--- src/rtl/mem_port_arb_pkg.sv ---
// Shared definitions for the memory-port arbiter: FSM encoding, mux select
// values, the read data returned on a timed-out access and the grant rule.
package mem_port_arb_pkg;

  typedef enum logic [1:0] {
    IDLE   = 2'b00,
    IF_ACC = 2'b01,
    DM_ACC = 2'b10
  } arb_state_e;

  localparam logic SEL_IF = 1'b0;
  localparam logic SEL_DM = 1'b1;

  localparam logic [31:0] TIMEOUT_RDATA = 32'hDEAD_BEEF;

  // Data side wins a tie unless fetch has been starved long enough.
  function automatic arb_state_e arb_pick(input logic if_req,
                                          input logic dm_req,
                                          input logic starve_at_max);
    arb_state_e pick;
    pick = IDLE;
    if (if_req && dm_req) begin
      pick = starve_at_max ? IF_ACC : DM_ACC;
    end else if (if_req) begin
      pick = IF_ACC;
    end else if (dm_req) begin
      pick = DM_ACC;
    end
    return pick;
  endfunction

endpackage

--- src/rtl/arb_starve_cnt.sv ---
// Saturating count of data grants taken while fetch was waiting.
// at_max tells the arbiter that fetch must win the next tie.
module arb_starve_cnt #(
  parameter int unsigned MAX = 3
) (
  input  logic clk,
  input  logic rst_n,
  input  logic inc,
  input  logic clr,
  output logic at_max
);

  localparam logic [3:0] MAX_V = 4'(MAX);

  logic [3:0] cnt_q, cnt_d;

  // Clear has priority; increment stops at MAX.
  always_comb begin
    cnt_d = cnt_q;
    if (clr) begin
      cnt_d = '0;
    end else if (inc && (cnt_q != MAX_V)) begin
      cnt_d = cnt_q + 4'd1;
    end
  end

  // Counter register.
  always_ff @(posedge clk or negedge rst_n) begin
    if (!rst_n) begin
      cnt_q <= '0;
    end else begin
      cnt_q <= cnt_d;
    end
  end

  assign at_max = (cnt_q == MAX_V);

endmodule

--- src/rtl/mem_port_arb.sv ---
// Arbiter/sequencer for the shared CPU memory port (fetch vs data).
// Drives the select of the external 2:1 address/data mux, holds the access
// until mem_ready, registers read data and pulses the owner's valid.
// Optional: define ARB_TIMEOUT_EN to abort accesses that wait TIMEOUT_CYC
// cycles without mem_ready (bus_err + valid, read data DEAD_BEEF).
module mem_port_arb
  import mem_port_arb_pkg::*;
#(
  parameter int unsigned STARVE_MAX  = 3,
  parameter int unsigned TIMEOUT_CYC = 16
) (
  input  logic        clk,
  input  logic        rst_n,
  input  logic        if_req,
  input  logic [31:0] if_addr,
  output logic        if_valid,
  output logic [31:0] if_rdata,
  input  logic        dm_req,
  input  logic        dm_we,
  input  logic [3:0]  dm_be,
  input  logic [31:0] dm_addr,
  input  logic [31:0] dm_wdata,
  output logic        dm_valid,
  output logic [31:0] dm_rdata,
  output logic        mem_sel,
  output logic        mem_en,
  output logic        mem_we,
  output logic [3:0]  mem_be,
  output logic [31:0] mem_wdata,
  input  logic [31:0] mem_rdata,
  input  logic        mem_ready,
  output logic        stall_if,
  output logic        stall_mem,
  output logic        bus_err
);

  arb_state_e  state_q, state_d;
  arb_state_e  grant;
  logic        if_valid_q, if_valid_d;
  logic        dm_valid_q, dm_valid_d;
  logic [31:0] if_rdata_q, if_rdata_d;
  logic [31:0] dm_rdata_q, dm_rdata_d;
  logic        in_acc, done, abort, rearb;
  logic        starve_inc, starve_clr, starve_at_max;

`ifdef ARB_TIMEOUT_EN
  localparam int unsigned TMO_W = (TIMEOUT_CYC < 2) ? 1 : $clog2(TIMEOUT_CYC);
  localparam logic [TMO_W-1:0] TMO_LAST = TMO_W'(TIMEOUT_CYC - 1);

  logic [TMO_W-1:0] tmo_q, tmo_d;
  logic             bus_err_q, bus_err_d;
`else
  logic unused_tmo_cfg;
  assign unused_tmo_cfg = ^TIMEOUT_CYC;
`endif

  // Addresses go straight to the external mux; only mem_sel steers them.
  logic unused_addr;
  assign unused_addr = ^{if_addr, dm_addr};

  arb_starve_cnt #(
    .MAX (STARVE_MAX)
  ) u_starve (
    .clk    (clk),
    .rst_n  (rst_n),
    .inc    (starve_inc),
    .clr    (starve_clr),
    .at_max (starve_at_max)
  );

  // Completion/abort detection, re-arbitration and read-data capture.
  always_comb begin
    in_acc = (state_q != IDLE);
    done   = in_acc && mem_ready;
`ifdef ARB_TIMEOUT_EN
    abort  = in_acc && !mem_ready && (tmo_q == TMO_LAST);
`else
    abort  = 1'b0;
`endif
    // Arbitrate when idle and on the finishing edge of an access, so a
    // pending request is granted back-to-back with no idle bubble.
    rearb      = !in_acc || done || abort;
    grant      = arb_pick(if_req, dm_req, starve_at_max);
    state_d    = rearb ? grant : state_q;
    starve_inc = rearb && (grant == DM_ACC) && if_req;
    starve_clr = rearb && (grant == IF_ACC);

    if_valid_d = (done || abort) && (state_q == IF_ACC);
    dm_valid_d = (done || abort) && (state_q == DM_ACC);
    if_rdata_d = if_valid_d ? (abort ? TIMEOUT_RDATA : mem_rdata) : if_rdata_q;
    dm_rdata_d = dm_valid_d ? (abort ? TIMEOUT_RDATA : mem_rdata) : dm_rdata_q;
`ifdef ARB_TIMEOUT_EN
    tmo_d     = rearb ? '0 : tmo_q + 1'b1;
    bus_err_d = abort;
`endif
  end

  // FSM state and registered completion outputs.
  always_ff @(posedge clk or negedge rst_n) begin
    if (!rst_n) begin
      state_q    <= IDLE;
      if_valid_q <= 1'b0;
      dm_valid_q <= 1'b0;
      if_rdata_q <= '0;
      dm_rdata_q <= '0;
`ifdef ARB_TIMEOUT_EN
      tmo_q      <= '0;
      bus_err_q  <= 1'b0;
`endif
    end else begin
      state_q    <= state_d;
      if_valid_q <= if_valid_d;
      dm_valid_q <= dm_valid_d;
      if_rdata_q <= if_rdata_d;
      dm_rdata_q <= dm_rdata_d;
`ifdef ARB_TIMEOUT_EN
      tmo_q      <= tmo_d;
      bus_err_q  <= bus_err_d;
`endif
    end
  end

  // Memory-side controls decoded from the current owner; data-side
  // write controls pass through because the requester holds them stable.
  always_comb begin
    mem_sel   = (state_q == DM_ACC) ? SEL_DM : SEL_IF;
    mem_en    = (state_q != IDLE);
    mem_we    = 1'b0;
    mem_be    = '0;
    mem_wdata = '0;
    case (state_q)
      IF_ACC: begin
        mem_be = 4'hF;
      end
      DM_ACC: begin
        mem_we    = dm_we;
        mem_be    = dm_be;
        mem_wdata = dm_wdata;
      end
      default: begin
      end
    endcase
  end

  assign if_valid  = if_valid_q;
  assign dm_valid  = dm_valid_q;
  assign if_rdata  = if_rdata_q;
  assign dm_rdata  = dm_rdata_q;
  assign stall_if  = if_req & ~if_valid_q;
  assign stall_mem = dm_req & ~dm_valid_q;
`ifdef ARB_TIMEOUT_EN
  assign bus_err   = bus_err_q;
`else
  assign bus_err   = 1'b0;
`endif

endmodule

--- config.mk ---
export PLATFORM = sky130hd
export DESIGN_NAME = mem_port_arb
export DESIGN_NICKNAME = d
export VERILOG_FILES = /design/src/rtl/mem_port_arb_pkg.sv /design/src/rtl/arb_starve_cnt.sv /design/src/rtl/mem_port_arb.sv
export SDC_FILE = /design/constraint.sdc
export NUM_CORES = 1
export LEC_CHECK = 0
export BUFFER_PORTS_ARGS = -buffer_cell sky130_fd_sc_hd__buf_2
export CORE_MARGIN = 8
export CORE_UTILIZATION = 43
export CTS_BUF_LIST = sky130_fd_sc_hd__clkbuf_16
export DETAILED_ROUTE_END_ITERATION = 8
export PLACE_DENSITY = 0.85
export SYNTH_ARGS = -nofsm -noshare
export SYNTH_HDL_FRONTEND = slang
export SYNTH_SLANG_ARGS = --single-unit
export TNS_END_PERCENT = 50
--- constraint.sdc ---
create_clock -name clk -period 3.2 [get_ports clk]
set_input_delay 0.64 -clock clk [delete_from_list [all_inputs] [get_ports clk]]
set_output_delay 0.64 -clock clk [all_outputs]
set_load 0.02 [all_outputs]
==> results_dict.tcl <==
set metrics [dict create \
    status "finished, final reports clean" \
    clk_latency_ns 0.32 \
    power_density_nw_per_um2 965 \
    area_growth_syn_to_layout_pct 41.6 \
    drtIter0Drc 57 \
    gp_congestion 0.904 \
    rrSetupSlack_ns 1.07 \
    slew_viol_final 0 \
    dpl-instance-area_um2 4080 \
    synth_warnings 0 \
    crit_start "state_q[0]" \
    hp-class "in2async" \
    critPathLaunchType "flop" \
    synth-seq-cells 72 \
    finalHoldViolations 0 \
    required_ns 2.56 \
    dr.pass1.iters 4 \
    cts-hold-fix-buffers 0 \
    antenna_found_initial 0 \
    rsz0062_at_grt "false" \
    globalRouteOverflowTotal 0 \
    setup_tns_ns 0 \
    cts-root-buf "clkbuf_16" \
    power_mw 4.26 \
    grt_max_degree 38 \
    cts_sinks 72 \
    finalSetupViolations 0 \
    leakagePower_nw 2.35 \
    timing.rr.start "state_q[0]" \
    pin_count 246 \
    synth.avg_cell_area_um2 13.8 \
    seq_area_frac_synth 0.578 \
    vias 2435 \
    slew_headroom 0.457 \
    h-tree-depth 3 \
    crit_end "mem_wdata[3]" \
    wl_per_cell_um 17.9 \
    vias_per_cell 4.76 \
    cts_tree "built" \
    chipWidth_um 101 \
    crit_arrival_ns 2.00 \
    synth_area_um2 3120 \
    totalWireLength_um 9170 \
    worst_r2r_endpoint "dm_rdata[31]" \
    post_cts_buffers 0 \
    ir_worst_vdd_v 0.000555 \
    syn_inst 226 \
    worst_pin_slew_ns 0.815 \
    final_area_um2 4420 \
    hpwl_um 7390 \
    row_count 31 \
    route.detailed.drc 0 \
    fin_crit_ns 2.64 \
    ant_nets 0 \
    clockBufferDepth 2 \
    synthDistinctLibCells 25 \
    antenna_cells 0 \
    cts-resized-gates 0 \
    drive_gt1_frac 0.634 \
    grt_first_pass_wirelength_um 13800 \
    die_y_um 101 \
    nets 550 \
    fin_crit_sh 0.824 \
    synth.net_count 368 \
    max_freq_ghz 0.379 \
    grt_pass1_vias 2676 \
    fin_worst_skew_ns 0.00482 \
    maxCapViolations 0 \
    track_usage 0.178 \
    clkTransAtPathRegs_ns 0.05 \
    path_max_fanout 27 \
    critPathCaptureType "primary output" \
    port_buffers 180 \
    crit_type "reg2out" \
    hold_ws_ns 0.415 \
    coreArea_um2 7140 \
    cts_buffers 9 \
    fp.dieArea_um2 10200 \
    start_util 0.437 \
    r2r_cells 4 \
]
## Yosys cell counts
cell | instances | area share
inv_1 | 7 | 0.0084
buf_6 | 6 | 0.022
and3_1 | 1 | 0.0020
o31ai_1 | 1 | 0.0024
nor2b_4 | 1 | 0.0044
nor2b_1 | 6 | 0.012
o21ai_0 | 5 | 0.0080
a22oi_1 | 1 | 0.0024
nand2_4 | 2 | 0.0072
a21oi_1 | 5 | 0.0080
ha_1 | 4 | 0.016
nand2b_1 | 2 | 0.0040
o21a_1 | 1 | 0.0024
o22ai_1 | 1 | 0.0020
buf_4 | 1 | 0.0024
a41o_1 | 1 | 0.0032
nand2_1 | 4 | 0.0048
mux2_2 | 62 | 0.22
a22o_1 | 1 | 0.0028
clkbuf_1 | 4 | 0.0048
conb_1 | 1 | 0.0012
dfrtp_1 | 72 | 0.58
and2_1 | 33 | 0.066
mux2_4 | 2 | 0.0096
nor2_1 | 2 | 0.0024
## through the flow
stage,cells,setup WS (ns),utilization
6_report,512,0.562,0.619
4_1_cts,512,0.539,0.619
2_1_floorplan,226,1.03,-
3_5_place_dp,496,0.883,0.572
3_3_place_gp,496,0.940,0.572
5_1_grt,512,0.363,0.619
## cells in the final DEF, fill, tap and decap left out, drive strengths merged
| master | count |
|---|---|
| buf | 182 |
| dfrtp | 72 |
| mux2 | 64 |
| and2 | 33 |
| clkbuf | 9 |
| inv | 7 |
| nor2b | 7 |
| nand2 | 6 |
| a21oi | 5 |
| o21ai | 5 |
| ha | 4 |
| clkinv | 4 |
| bufinv | 3 |
| nor2 | 2 |
| nand2b | 2 |
| o31ai | 1 |
| o21a | 1 |
| a22o | 1 |
| and3 | 1 |
| o22ai | 1 |
| a41o | 1 |
| a22oi | 1 |
| conb | 1 |
## worst min-delay path by stage
stage                      start            to  slack, ns  cells past startpoint
floorplan                  rst_n   dm_rdata[0]       0.34                      0
global placement    if_rdata[16]  if_rdata[16]       0.48                      1
detailed placement  if_rdata[24]  if_rdata[24]       0.49                      1
CTS                        rst_n   dm_rdata[8]       0.43                      1
global route               rst_n   dm_rdata[8]       0.48                      1
finish                     rst_n  if_rdata[13]       0.41                      1
## kinds of logic (layout without fill, tap and decap cells)
| kind of cell | count (synthesis) | in the layout | synth area share |
|---|---|---|---|
| other cells | 1 | 1 | 0.00120 |
| mux | 64 | 64 | 0.233 |
| compound gates | 16 | 16 | 0.0313 |
| fa+ha+maj | 4 | 4 | 0.0160 |
| simple gates | 51 | 51 | 0.103 |
| buf+inv | 18 | 205 | 0.0373 |
| flops | 72 | 72 | 0.578 |
## flip-flops by register name, summed over array words and instances (netlist names)
register / cells
u_starve.cnt_q: 4
state_q: 2
if_rdata: 32
dm_rdata: 32
dm_valid: 1
if_valid: 1
## metal layers
metal,GRT usage,up-vias,wire length (µm)
met5,0,-,0
met2,0.333,131,4800
met4,0.0928,0,313
li1,-,1120,-
met1,0.157,1165,2990
met3,0.0756,19,1070
## report_power, final
part / switching, mW / internal (mW) / leakage [nW] / total [mW]
combinational: 1.00 / 0.678 / 1.32 / 1.68
clock: 0.353 / 0.754 / 0.162 / 1.11
sequential: 0.187 / 1.29 / 0.870 / 1.48
## layout make-up
type | instances | area, µm²
fill | 587 | 2720
sequential | 72 | 1800
multi-input combinational | 136 | 1200
timing repair buffer | 182 | 928
clock buffer | 9 | 225
tap | 99 | 124
clock inverter | 7 | 110
inverter | 7 | 26.3
## critical path: stages, from the launching register on
cell     delay (ns)
dfrtp_1        0.40
inv_1          0.09
ha_1           0.62
buf_4          0.28
and2_1         0.13
buf_2          0.16
No activity file was read; power rests on OpenSTA's default activity.
